$ cat src/rtl/lzc_denorm.sv
// lzc_denorm: rebuilds an operand from its normalized form and leading-zero
// count (o_data = i_norm >> i_cnt). Two-stage pipelined barrel right shifter
// with valid/ready handshakes on both sides and malformed-input flagging.
//
// Ports:
//   clk      clock, all state on rising edge
//   rstn     synchronous active-low reset
//   i_norm   normalized data (MSB set unless the count encodes all-zeroes)
//   i_cnt    lzc count: 0..WIDTH-1 = shift, WIDTH = all-zeroes, above = invalid
//   i_valid  input beat valid
//   i_ready  block can accept an input beat this cycle
//   o_data   denormalized data
//   o_err    beat carried a malformed count/data pair
//   o_valid  output beat valid
//   o_ready  downstream accepts the output beat
module lzc_denorm #(
  parameter int WIDTH = 16
) (
  input  logic                   clk,
  input  logic                   rstn,
  input  logic [WIDTH-1:0]       i_norm,
  input  logic [$clog2(WIDTH):0] i_cnt,
  input  logic                   i_valid,
  output logic                   i_ready,
  output logic [WIDTH-1:0]       o_data,
  output logic                   o_err,
  output logic                   o_valid,
  input  logic                   o_ready
);

  localparam int SB = $clog2(WIDTH);
  localparam int LO = SB / 2;

  logic             adv1;
  logic             adv2;
  logic [SB-1:0]    coarse_amt;
  logic             cnt_in_range;
  logic             cnt_all_zero;

  logic             s1_valid_d, s1_valid_q;
  logic [WIDTH-1:0] s1_tmp_d,   s1_tmp_q;
  logic [LO-1:0]    s1_fine_d,  s1_fine_q;
  logic             s1_err_d,   s1_err_q;

  logic             s2_valid_d, s2_valid_q;
  logic [WIDTH-1:0] o_data_d,   o_data_q;
  logic             o_err_d,    o_err_q;

  // A stage advances when its successor can take its contents this cycle.
  always_comb begin
    adv2 = ~s2_valid_q | o_ready;
    adv1 = ~s1_valid_q | adv2;
  end

  // Stage 1: coarse shift by the upper count bits, plus classification.
  always_comb begin
    coarse_amt   = {i_cnt[SB-1:LO], {LO{1'b0}}};
    cnt_in_range = ~i_cnt[SB];
    cnt_all_zero = i_cnt[SB] & ~|i_cnt[SB-1:0];

    s1_valid_d = s1_valid_q;
    s1_tmp_d   = s1_tmp_q;
    s1_fine_d  = s1_fine_q;
    s1_err_d   = s1_err_q;

    if (adv1) begin
      s1_valid_d = i_valid;
      if (i_valid) begin
        s1_fine_d = i_cnt[LO-1:0];
        if (cnt_in_range) begin
          s1_tmp_d = i_norm >> coarse_amt;
          s1_err_d = ~i_norm[WIDTH-1];
        end else begin
          // All-zeroes code and unused codes both produce zero; zeroing tmp
          // here makes the fine shift in stage 2 irrelevant.
          s1_tmp_d = '0;
          s1_err_d = cnt_all_zero ? |i_norm : 1'b1;
        end
      end
    end
  end

  // Stage 2: fine shift by the low count bits into the output register.
  always_comb begin
    s2_valid_d = s2_valid_q;
    o_data_d   = o_data_q;
    o_err_d    = o_err_q;

    if (adv2) begin
      s2_valid_d = s1_valid_q;
      if (s1_valid_q) begin
        o_data_d = s1_tmp_q >> s1_fine_q;
        o_err_d  = s1_err_q;
      end
    end
  end

  always_ff @(posedge clk) begin
    if (!rstn) begin
      s1_valid_q <= 1'b0;
      s1_tmp_q   <= '0;
      s1_fine_q  <= '0;
      s1_err_q   <= 1'b0;
      s2_valid_q <= 1'b0;
      o_data_q   <= '0;
      o_err_q    <= 1'b0;
    end else begin
      s1_valid_q <= s1_valid_d;
      s1_tmp_q   <= s1_tmp_d;
      s1_fine_q  <= s1_fine_d;
      s1_err_q   <= s1_err_d;
      s2_valid_q <= s2_valid_d;
      o_data_q   <= o_data_d;
      o_err_q    <= o_err_d;
    end
  end

  assign i_ready = adv1;
  assign o_valid = s2_valid_q;
  assign o_data  = o_data_q;
  assign o_err   = o_err_q;

endmodule

$ cat config.mk
export PLATFORM = sky130hd
export DESIGN_NAME = lzc_denorm
export DESIGN_NICKNAME = d
export VERILOG_FILES = /design/src/rtl/lzc_denorm.sv
export SDC_FILE = /design/constraint.sdc
export NUM_CORES = 1
export LEC_CHECK = 0
export ABC_AREA = 1
export CAP_MARGIN = 25
export CORE_MARGIN = 2
export CORE_UTILIZATION = 47
export DETAILED_ROUTE_END_ITERATION = 16
export PLACE_DENSITY = 0.84
export SLEW_MARGIN = 15
export SYNTH_ARGS = -nofsm -noshare
export SYNTH_HDL_FRONTEND = slang
export SYNTH_SLANG_ARGS = --single-unit
$ cat constraint.sdc
create_clock -name clk -period 3.8 [get_ports clk]
set_clock_uncertainty 0.2 [all_clocks]
set_input_delay 0.95 -clock clk [delete_from_list [all_inputs] [get_ports clk]]
set_output_delay 0.95 -clock clk [all_outputs]
set_load 0.05 [all_outputs]
==> results.cfg, run 1 <==
[run_status]
status = complete, no violations

[timing]
tightest_slew_ns = 0.5603
timing.final.hold_violations = 0
slew-limit-headroom_pct = 62.59
layout_min_cycle_time_ns = 2.911
worst_slack_ns = 0.8890
finalSetupViolations = 0
setup_tns_ns = 0
rsz0062_at_grt = no
drv_slew = 0
fin_crit_sh_pct = 76.61
fmax_mhz = 343.5
holdWs_ns = 0.2720

[logic_synthesis]
synthFlopType = dfxtp_1
ys_warn_count = 0
ys_seq_area_share_pct = 36.94
ys_async_sr_fraction_pct = 0
postSynthAreaPerCell_um2 = 6.497
synth_cells = 317
synth.area.top_cells = dfxtp_1, nand2_1, nand3_1
synth_top_family_by_area = simple AND/OR/NAND/NOR gates
synth_seq_cells = 38
yosys.area_share.adder_pct = 0
synthesis.area_mm2 = 0.002059
synth_top_area_cell = dfxtp_1
synth_xor_xnor_area_share_pct = 0
synthesis.nets = 342
synth_edf_count = 0
ys_types = 25
synth_compound_area_share_pct = 15.67
synth-simple-area-share_pct = 35.97
synthMuxAreaShare_pct = 0
synth.top_cell.area_share_pct = 36.94

[hold_path]
min_from = s1_tmp_q[0]
hold_class = flop to flop
hold_depth = 2
min_to = s1_tmp_q[0]

[worst_setup_path]
worstReg2RegEnd = o_data[6]
cp_max_fo = 3
arrival_ns = 1.76
critical_path.startpoint = o_ready
reg2reg_from = s1_fine_q[0]
start_kind = input pin
ff2ff_path_depth = 7
worstPathRequired_ns = 2.65
reg2reg_slack_ns = 2.16
cp-end-kind = primary output
crit_type = input pin to primary output

[cts]
clock-sinks = 38
holdBufCountCts = 0
clk_latency_ns = 0.30
cts_buffer_depth = 2
cts_tree = done
cts_setup_buffers = 0
cts_root_buffer = clkbuf_8
cts.repair.resized = 0
clk_pin_slew_worst_paths_ns = 0.07
cts_buffers = 5
cts-htree-levels = 2

[flow_run]
drv_cap = 0

[die]
ios = 44
die_h_um = 70.20
die_x_um = 70.20
initial_core_util_pct = 47.96
core_area_mm2 = 0.004294
fp-row-count = 24
dieArea_mm2 = 0.004927

[drt]
wl_per_cell_um = 11.81
drt_first_iter_violations = 132
drc = 0
antenna_left = 0
dr_total_vias = 2079
finalWirelength_um = 4761
vias_per_cell = 5.159
firstDrtPassIters = 5

[placed_design]
gp_routability_congestion = 0.8891
placed_cells_incl_taps = 395
portBuffers = 43
post-dp-hpwl_um = 3498
dp_slack_ns = 0.8881

[layout]
multiInputGateArea_mm2 = 0.001064
final_cell_mix = nand2_1, clkdlybuf4s50_1, dfxtp_1
nNetsFinal = 375
syn2layout_area_growth_pct = 22.17
fillerInstances = 435
final_common_cell = nand2_1
fin_cells = 403
drive_gt1_share_pct = 5.128
area.sequential_um2 = 760.7
n_antenna_cell = 0

[global_route]
grt_first_pass_wirelength_um = 8307
grt_max_degree = 31
grt.total_usage_pct = 20.71
grt_pass1_vias = 1952
overflow = 0
antenna_found_initial = 0

[pwr]
power_leakage_nw = 1.090
p_per_area_mw_per_mm2 = 368.4
ir_worst_vdd_mv = 0.2302
## final cells by class
cell class | count | area share (%)
clock buffers | 7 | 3.431
repair buffers | 44 | 17.30
well taps | 52 | 2.586
clock inverters | 1 | 0.1989
multi-input cells | 235 | 42.27
flip-flops and latches | 38 | 30.23
inverters | 26 | 3.978
## cells by family (layout without fill, tap and decap cells)
logic type	after synthesis	after routing
AND/OR/NAND/NOR	180	180
AO/OA/AOI/OAI	55	55
buffers and inverters	44	78
flip-flops	38	38
## Yosys cell counts (2+ instances only)
master / instances
a31oi_1: 2
clkbuf_1: 2
a21oi_1: 25
nand4_1: 4
o21ai_0: 11
inv_2: 5
buf_4: 5
inv_1: 19
buf_2: 6
dfxtp_1: 38
nand3_1: 27
a211oi_1: 2
nand2_1: 123
nor2_1: 21
buf_6: 4
o211ai_1: 14
## power by group
group | total (mW) | internal [mW] | switching [mW] | leakage, nW
combinational | 0.203 | 0.0760 | 0.127 | 0.729
clock | 0.283 | 0.146 | 0.136 | 0.0482
sequential | 0.442 | 0.421 | 0.0202 | 0.312
total | 0.927 | 0.644 | 0.283 | 1.09
## how the worst max path moves through the flow
| stage | end | slack [ns] |
|---|---|---|
| final | i_ready | 0.89 |
| after floorplan | i_ready | 1.36 |
| after CTS | i_ready | 0.89 |
| after global placement | i_ready | 0.90 |
| after detailed placement | i_ready | 0.89 |
| after global routing | i_ready | 0.84 |
## sequential cells by signal, summed over array words and instances, names as in the netlist
signal	flops
s1_valid_q	1
s1_fine_q	2
s1_err_q	1
o_valid	1
s1_tmp_q	16
o_err	1
o_data	16
## layer usage
layer  GRT usage, %  share of wire [%]  up-vias
met5              0                  0        -
met3          5.339                4.3        6
met4          8.120                1.1        0
li1               -                  -     1101
met1          26.02                 47      936
met2          33.97                 47       36
## worst max-delay path, stage by stage
cell	delay [ns]
clkdlybuf4s50_1	0.45
inv_1	0.05
nand3_2	0.10
buf_4	0.21
## through the flow
stage / total power [mW] / cell area (um2) / utilization (%)
2_1_floorplan: 0.5897 / 2059 / -
3_5_place_dp: 0.6520 / 2425 / 56.47
4_1_cts: 0.9320 / 2516 / 58.60
6_report: 0.9270 / 2516 / 58.60
5_1_grt: 0.9717 / 2516 / 58.60
3_3_place_gp: 0.6491 / 2425 / 56.47
No activity file was read; power rests on OpenSTA's default activity.
==> run 2, diff against run 1 <==
==> constraint.sdc (replaced) <==
create_clock -name clk -period 3.02 [get_ports clk]
set_clock_uncertainty 0.2 [all_clocks]
set_input_delay 0.755 -clock clk [delete_from_list [all_inputs] [get_ports clk]]
set_output_delay 0.755 -clock clk [all_outputs]
set_load 0.05 [all_outputs]
==> run 2 against run 1 <==
Sequential share of layout area shrank 0.33 points. Largest power group unchanged. Combinational power grew 29%. Cell count grew 0.50%. Critical path type unchanged. Sequential power grew 25%. Highest routed layer unchanged. First-iteration DRC count grew 52%. Total power grew 26%. Clock-buffer cell count is the same. Clock power grew 26%. Flip-flop and latch count is the same. Via count grew 1.8%.
==> results.cfg, run 2 (synthesized netlist as in run 1, its figures left out) <==
[die]
ios = 44
dieArea_mm2 = 0.004927
core_area_mm2 = 0.004294
die_h_um = 70.20
fp-row-count = 24
initial_core_util_pct = 47.96
die_x_um = 70.20

[worst_setup_path]
critical_path.startpoint = o_ready
reg2reg_from = s1_fine_q[0]
start_kind = input pin
critPathMaxStageDelay_ns = 0.39
crit_family = buffers and inverters
crit_chain = clkdlybuf4s50_1, inv_1, nand3_2, buf_12
crit_type = input pin to primary output
cp-end-kind = primary output
worst-path-stages = 4
ff2ff_path_depth = 7
cp_slowest_cell = clkdlybuf4s50_1
worst-path-buf-inv = 3
arrival_ns = 1.56
worstPathRequired_ns = 2.06
cp_max_fo = 3

[drt]
wl_per_cell_um = 11.67
firstDrtPassIters = 5
antenna_left = 0
drt_first_iter_violations = 200
dr_total_vias = 2116
finalWirelength_um = 4726
drc = 0
vias_per_cell = 5.225

[cts]
clk_pin_slew_worst_paths_ns = 0.07
cts.repair.resized = 0
cts-htree-levels = 2
holdBufCountCts = 0
clk_latency_ns = 0.29
clock-sinks = 38
cts_tree = done
cts_buffers = 5
cts_root_buffer = clkbuf_8
cts_setup_buffers = 0
cts_buffer_depth = 2

[global_route]
grt.total_usage_pct = 20.91
overflow = 0
grt_max_degree = 31
grt_pass1_vias = 1989
grt_first_pass_wirelength_um = 8397
antenna_found_initial = 0

[pwr]
ir_worst_vdd_mv = 0.3574
p_per_area_mw_per_mm2 = 459.7
power_leakage_nw = 1.106

[hold_path]
hold_class = flop to flop
hold_depth = 2
min_from = o_data[15]

[layout]
drive_gt1_share_pct = 5.666
fin_util_pct = 59.24
nNetsFinal = 377
fin_cells = 405
final_cell_mix = nand2_1, clkdlybuf4s50_1, dfxtp_1
fillerInstances = 429
n_antenna_cell = 0
final_common_cell = nand2_1
syn2layout_area_growth_pct = 23.51

[placed_design]
gp_routability_congestion = 0.8843
placed_cells_incl_taps = 397
portBuffers = 43
post-dp-hpwl_um = 3519

[timing]
fin_crit_sh_pct = 83.35
timing.final.hold_violations = 0
layout_min_cycle_time_ns = 2.517
tightest_slew_ns = 0.5442
slew-limit-headroom_pct = 63.67
finalSetupViolations = 0
setup_tns_ns = 0
fmax_mhz = 397.3
rsz0062_at_grt = no
drv_slew = 0

[flow_run]
drv_cap = 0

[run_status]
status = complete, no violations
==> run 2: final cells by class <==
| type | instances | area (um2) | area share [%] |
|---|---|---|---|
| inverter | 26 | 100.1 | 3.935 |
| clock buffer | 7 | 86.33 | 3.394 |
| clock inverter | 1 | 5.005 | 0.1968 |
| multi-input combinational | 235 | 1064 | 41.81 |
| tap | 52 | 65.06 | 2.558 |
| timing repair buffer | 46 | 462.9 | 18.20 |
| sequential | 38 | 760.7 | 29.91 |
==> run 2: routing by layer <==
layer	vias up	global-route usage, %	share of wire (%)
met2	69	34.60	46
met5	-	0	0
li1	1098	-	-
met4	0	5.983	1.4
met1	939	26.71	46
met3	10	5.772	6.5
==> run 2: where the power goes <==
| part | internal, mW | switching (mW) | total [mW] |
|---|---|---|---|
| clock network | 0.184 | 0.172 | 0.356 |
| logic | 0.0982 | 0.163 | 0.261 |
| registers | 0.530 | 0.0220 | 0.552 |
| total | 0.812 | 0.357 | 1.17 |
==> run 2: per-stage QoR <==
step                power, mW  hold slack [ns]  cell area [um2]  worst slack, ns
detailed placement     0.8235           0.2586             2452           0.4953
CTS                     1.179           0.2737             2544           0.4934
finish                  1.169           0.2744             2544           0.5029
floorplan              0.7420           0.2403             2059           0.9685
global placement       0.8203           0.2554             2452           0.5306
global route            1.232           0.2848             2544           0.4455
==> run 2: path summary, 6_finish.rpt <==
| check | slack, ns | endpoint |
|---|---|---|
| setup / recovery | 0.50 | i_ready |
| hold / removal | 0.27 | o_data[15] |
| hold reg to reg | 0.27 | o_data[15] |
| setup reg to reg | 1.37 | o_data[2] |
==> run 2: worst reg2reg max path, stage by stage (launching register included) <==
cell and delay (ns):
dfxtp_1 0.67, inv_4 0.19, nand2_1 0.10, nand2_1 0.07, nand2_1 0.06, nand3_1 0.08
o211ai_1 0.12, inv_1 0.07
==> run 3, diff against run 2 <==
--- a/config.mk
+++ b/config.mk
@@ -8,9 +8,9 @@
 export ABC_AREA = 1
 export CAP_MARGIN = 25
 export CORE_MARGIN = 2
-export CORE_UTILIZATION = 47
+export CORE_UTILIZATION = 46
 export DETAILED_ROUTE_END_ITERATION = 16
-export PLACE_DENSITY = 0.84
+export PLACE_DENSITY = 0.85
 export SLEW_MARGIN = 15
 export SYNTH_ARGS = -nofsm -noshare
 export SYNTH_HDL_FRONTEND = slang
==> constraint.sdc (replaced) <==
create_clock -name clk -period 2.2 [get_ports clk]
set_clock_uncertainty 0.2 [all_clocks]
set_input_delay 0.55 -clock clk [delete_from_list [all_inputs] [get_ports clk]]
set_output_delay 0.55 -clock clk [all_outputs]
set_load 0.05 [all_outputs]
==> run 3 against run 2 <==
Die area grew 2.0%. Hold slack got worse by 0.0054 ns. Clock-buffer cell count is 2 lower. Cell area is 1.5% higher. Core utilization is 0.46 points higher. Routed wire length is 1.8% lower. Critical path depth stayed put. Sequential share of layout area fell by 0.43 points. Total power is 45% higher. Via count grew 2.8%. Sequential power is 37% higher. Flip-flop and latch count unchanged. Highest routed layer unchanged.
==> results.cfg, run 3 (synthesized netlist as in run 1, its figures left out) <==
[run_status]
status = complete, no violations

[cts]
holdBufCountCts = 0
clock-sinks = 38
cts.repair.resized = 0
cts_setup_buffers = 0
cts-htree-levels = 2
clk_pin_slew_worst_paths_ns = 0.08
cts_buffers = 5
clk_latency_ns = 0.29
cts_tree = done
cts_buffer_depth = 2
cts_root_buffer = clkbuf_8

[die]
die_x_um = 70.91
fp-row-count = 24
core_area_mm2 = 0.004324
ios = 44
dieArea_mm2 = 0.005028
initial_core_util_pct = 47.63
die_h_um = 70.91

[worst_setup_path]
cp_slowest_cell = clkdlybuf4s50_1
crit_type = input pin to primary output
crit_chain = clkdlybuf4s50_1, inv_1, nand3_2, buf_12
ff2ff_path_depth = 7
arrival_ns = 1.34
start_kind = input pin
cp_max_fo = 3
critPathMaxStageDelay_ns = 0.39
cp-end-kind = primary output
worstPathRequired_ns = 1.45

[hold_path]
hold_depth = 2
hold_class = flop to flop

[timing]
finalSetupViolations = 0
tightest_slew_ns = 0.3445
drv_slew = 0
timing.final.hold_violations = 0
fin_crit_sh_pct = 95.07
rsz0062_at_grt = no
fmax_mhz = 478.1
layout_min_cycle_time_ns = 2.091
slew-limit-headroom_pct = 77.00
setup_tns_ns = 0

[flow_run]
drv_cap = 0

[global_route]
grt_first_pass_wirelength_um = 8017
grt_max_degree = 31
grt_pass1_vias = 1874
grt.total_usage_pct = 19.33
overflow = 0
antenna_found_initial = 0

[layout]
final_cell_mix = nand2_1, dfxtp_1, nand3_1, buf_4, a21oi_1
syn2layout_area_growth_pct = 25.33
drive_gt1_share_pct = 12.78
nNetsFinal = 384
final_common_cell = nand2_1
n_antenna_cell = 0
design_area_mm2 = 0.002581

[pwr]
ir_worst_vdd_mv = 0.4371
power_leakage_nw = 1.185
p_per_area_mw_per_mm2 = 658.7

[drt]
drc = 0
firstDrtPassIters = 4
dr_total_vias = 2176
wl_per_cell_um = 11.26
drt_first_iter_violations = 140
vias_per_cell = 5.282
antenna_left = 0
finalWirelength_um = 4640

[placed_design]
place_area_mm2 = 0.002472
portBuffers = 43
gp_routability_congestion = 0.8710
post-dp-hpwl_um = 3531
==> run 3: cell types whose count changed in the layout (fill, tap and decap cells not counted) <==
| cell | previous run | this run |
|---|---|---|
| clkdlybuf4s50_1 | 42 | 24 |
| clkbuf_1 | 1 | 0 |
| clkinv_2 | 1 | 2 |
| buf_12 | 1 | 2 |
| bufinv_16 | 0 | 1 |
| clkbuf_8 | 6 | 5 |
| buf_4 | 3 | 27 |
==> run 3: report_power, final <==
group	internal (mW)	switching [mW]	total, mW
sequential	0.728	0.0289	0.757
combinational	0.139	0.228	0.367
clock	0.334	0.243	0.577
total	1.20	0.500	1.70
==> run 3: final timing paths <==
kind,slack (ns),endpoint,from
min,0.27,s1_tmp_q[0],s1_tmp_q[0]
max reg2reg,0.74,o_data[8],s1_fine_q[0]
min reg2reg,0.27,s1_tmp_q[0],s1_tmp_q[0]
max,0.11,i_ready,o_ready
==> run 3: per-stage QoR <==
| step | hold slack [ns] | setup WS (ns) | utilization, % | instances | total power, mW |
|---|---|---|---|---|---|
| 3_3_place_gp | 0.2543 | 0.1189 | 57.18 | 404 | 1.133 |
| 6_report | 0.2690 | 0.1086 | 59.69 | 412 | 1.700 |
| 2_1_floorplan | 0.2403 | 0.2445 | - | 317 | 1.019 |
| 4_1_cts | 0.2694 | 0.1045 | 59.69 | 412 | 1.711 |
| 5_1_grt | 0.2887 | 0.04010 | 59.69 | 412 | 1.779 |
| 3_5_place_dp | 0.2577 | 0.09780 | 57.18 | 404 | 1.137 |
==> run 3: metal layers <==
layer	vias to the layer above	share of wire, %	track usage (%)
li1	1113	-	-
met3	6	6.7	5.840
met2	60	47	31.88
met1	997	45	25.29
met5	-	0	0
met4	0	1.0	3.774
==> run 3: final cells by class <==
class / count / area [um2]
Timing Repair Buffer: 53 / 483.0
Inverter: 26 / 100.1
Clock buffer: 5 / 68.82
Sequential cell: 38 / 760.7
Fill cell: 423 / 1743
Tap cell: 52 / 65.06
Multi-Input combinational cell: 235 / 1064
Clock inverter: 3 / 40.04
==> run 3: critical path, delay by kind of cell <==
family	cells	cell delay [ns]
simple gates	1	0.13
buf+inv	3	0.66
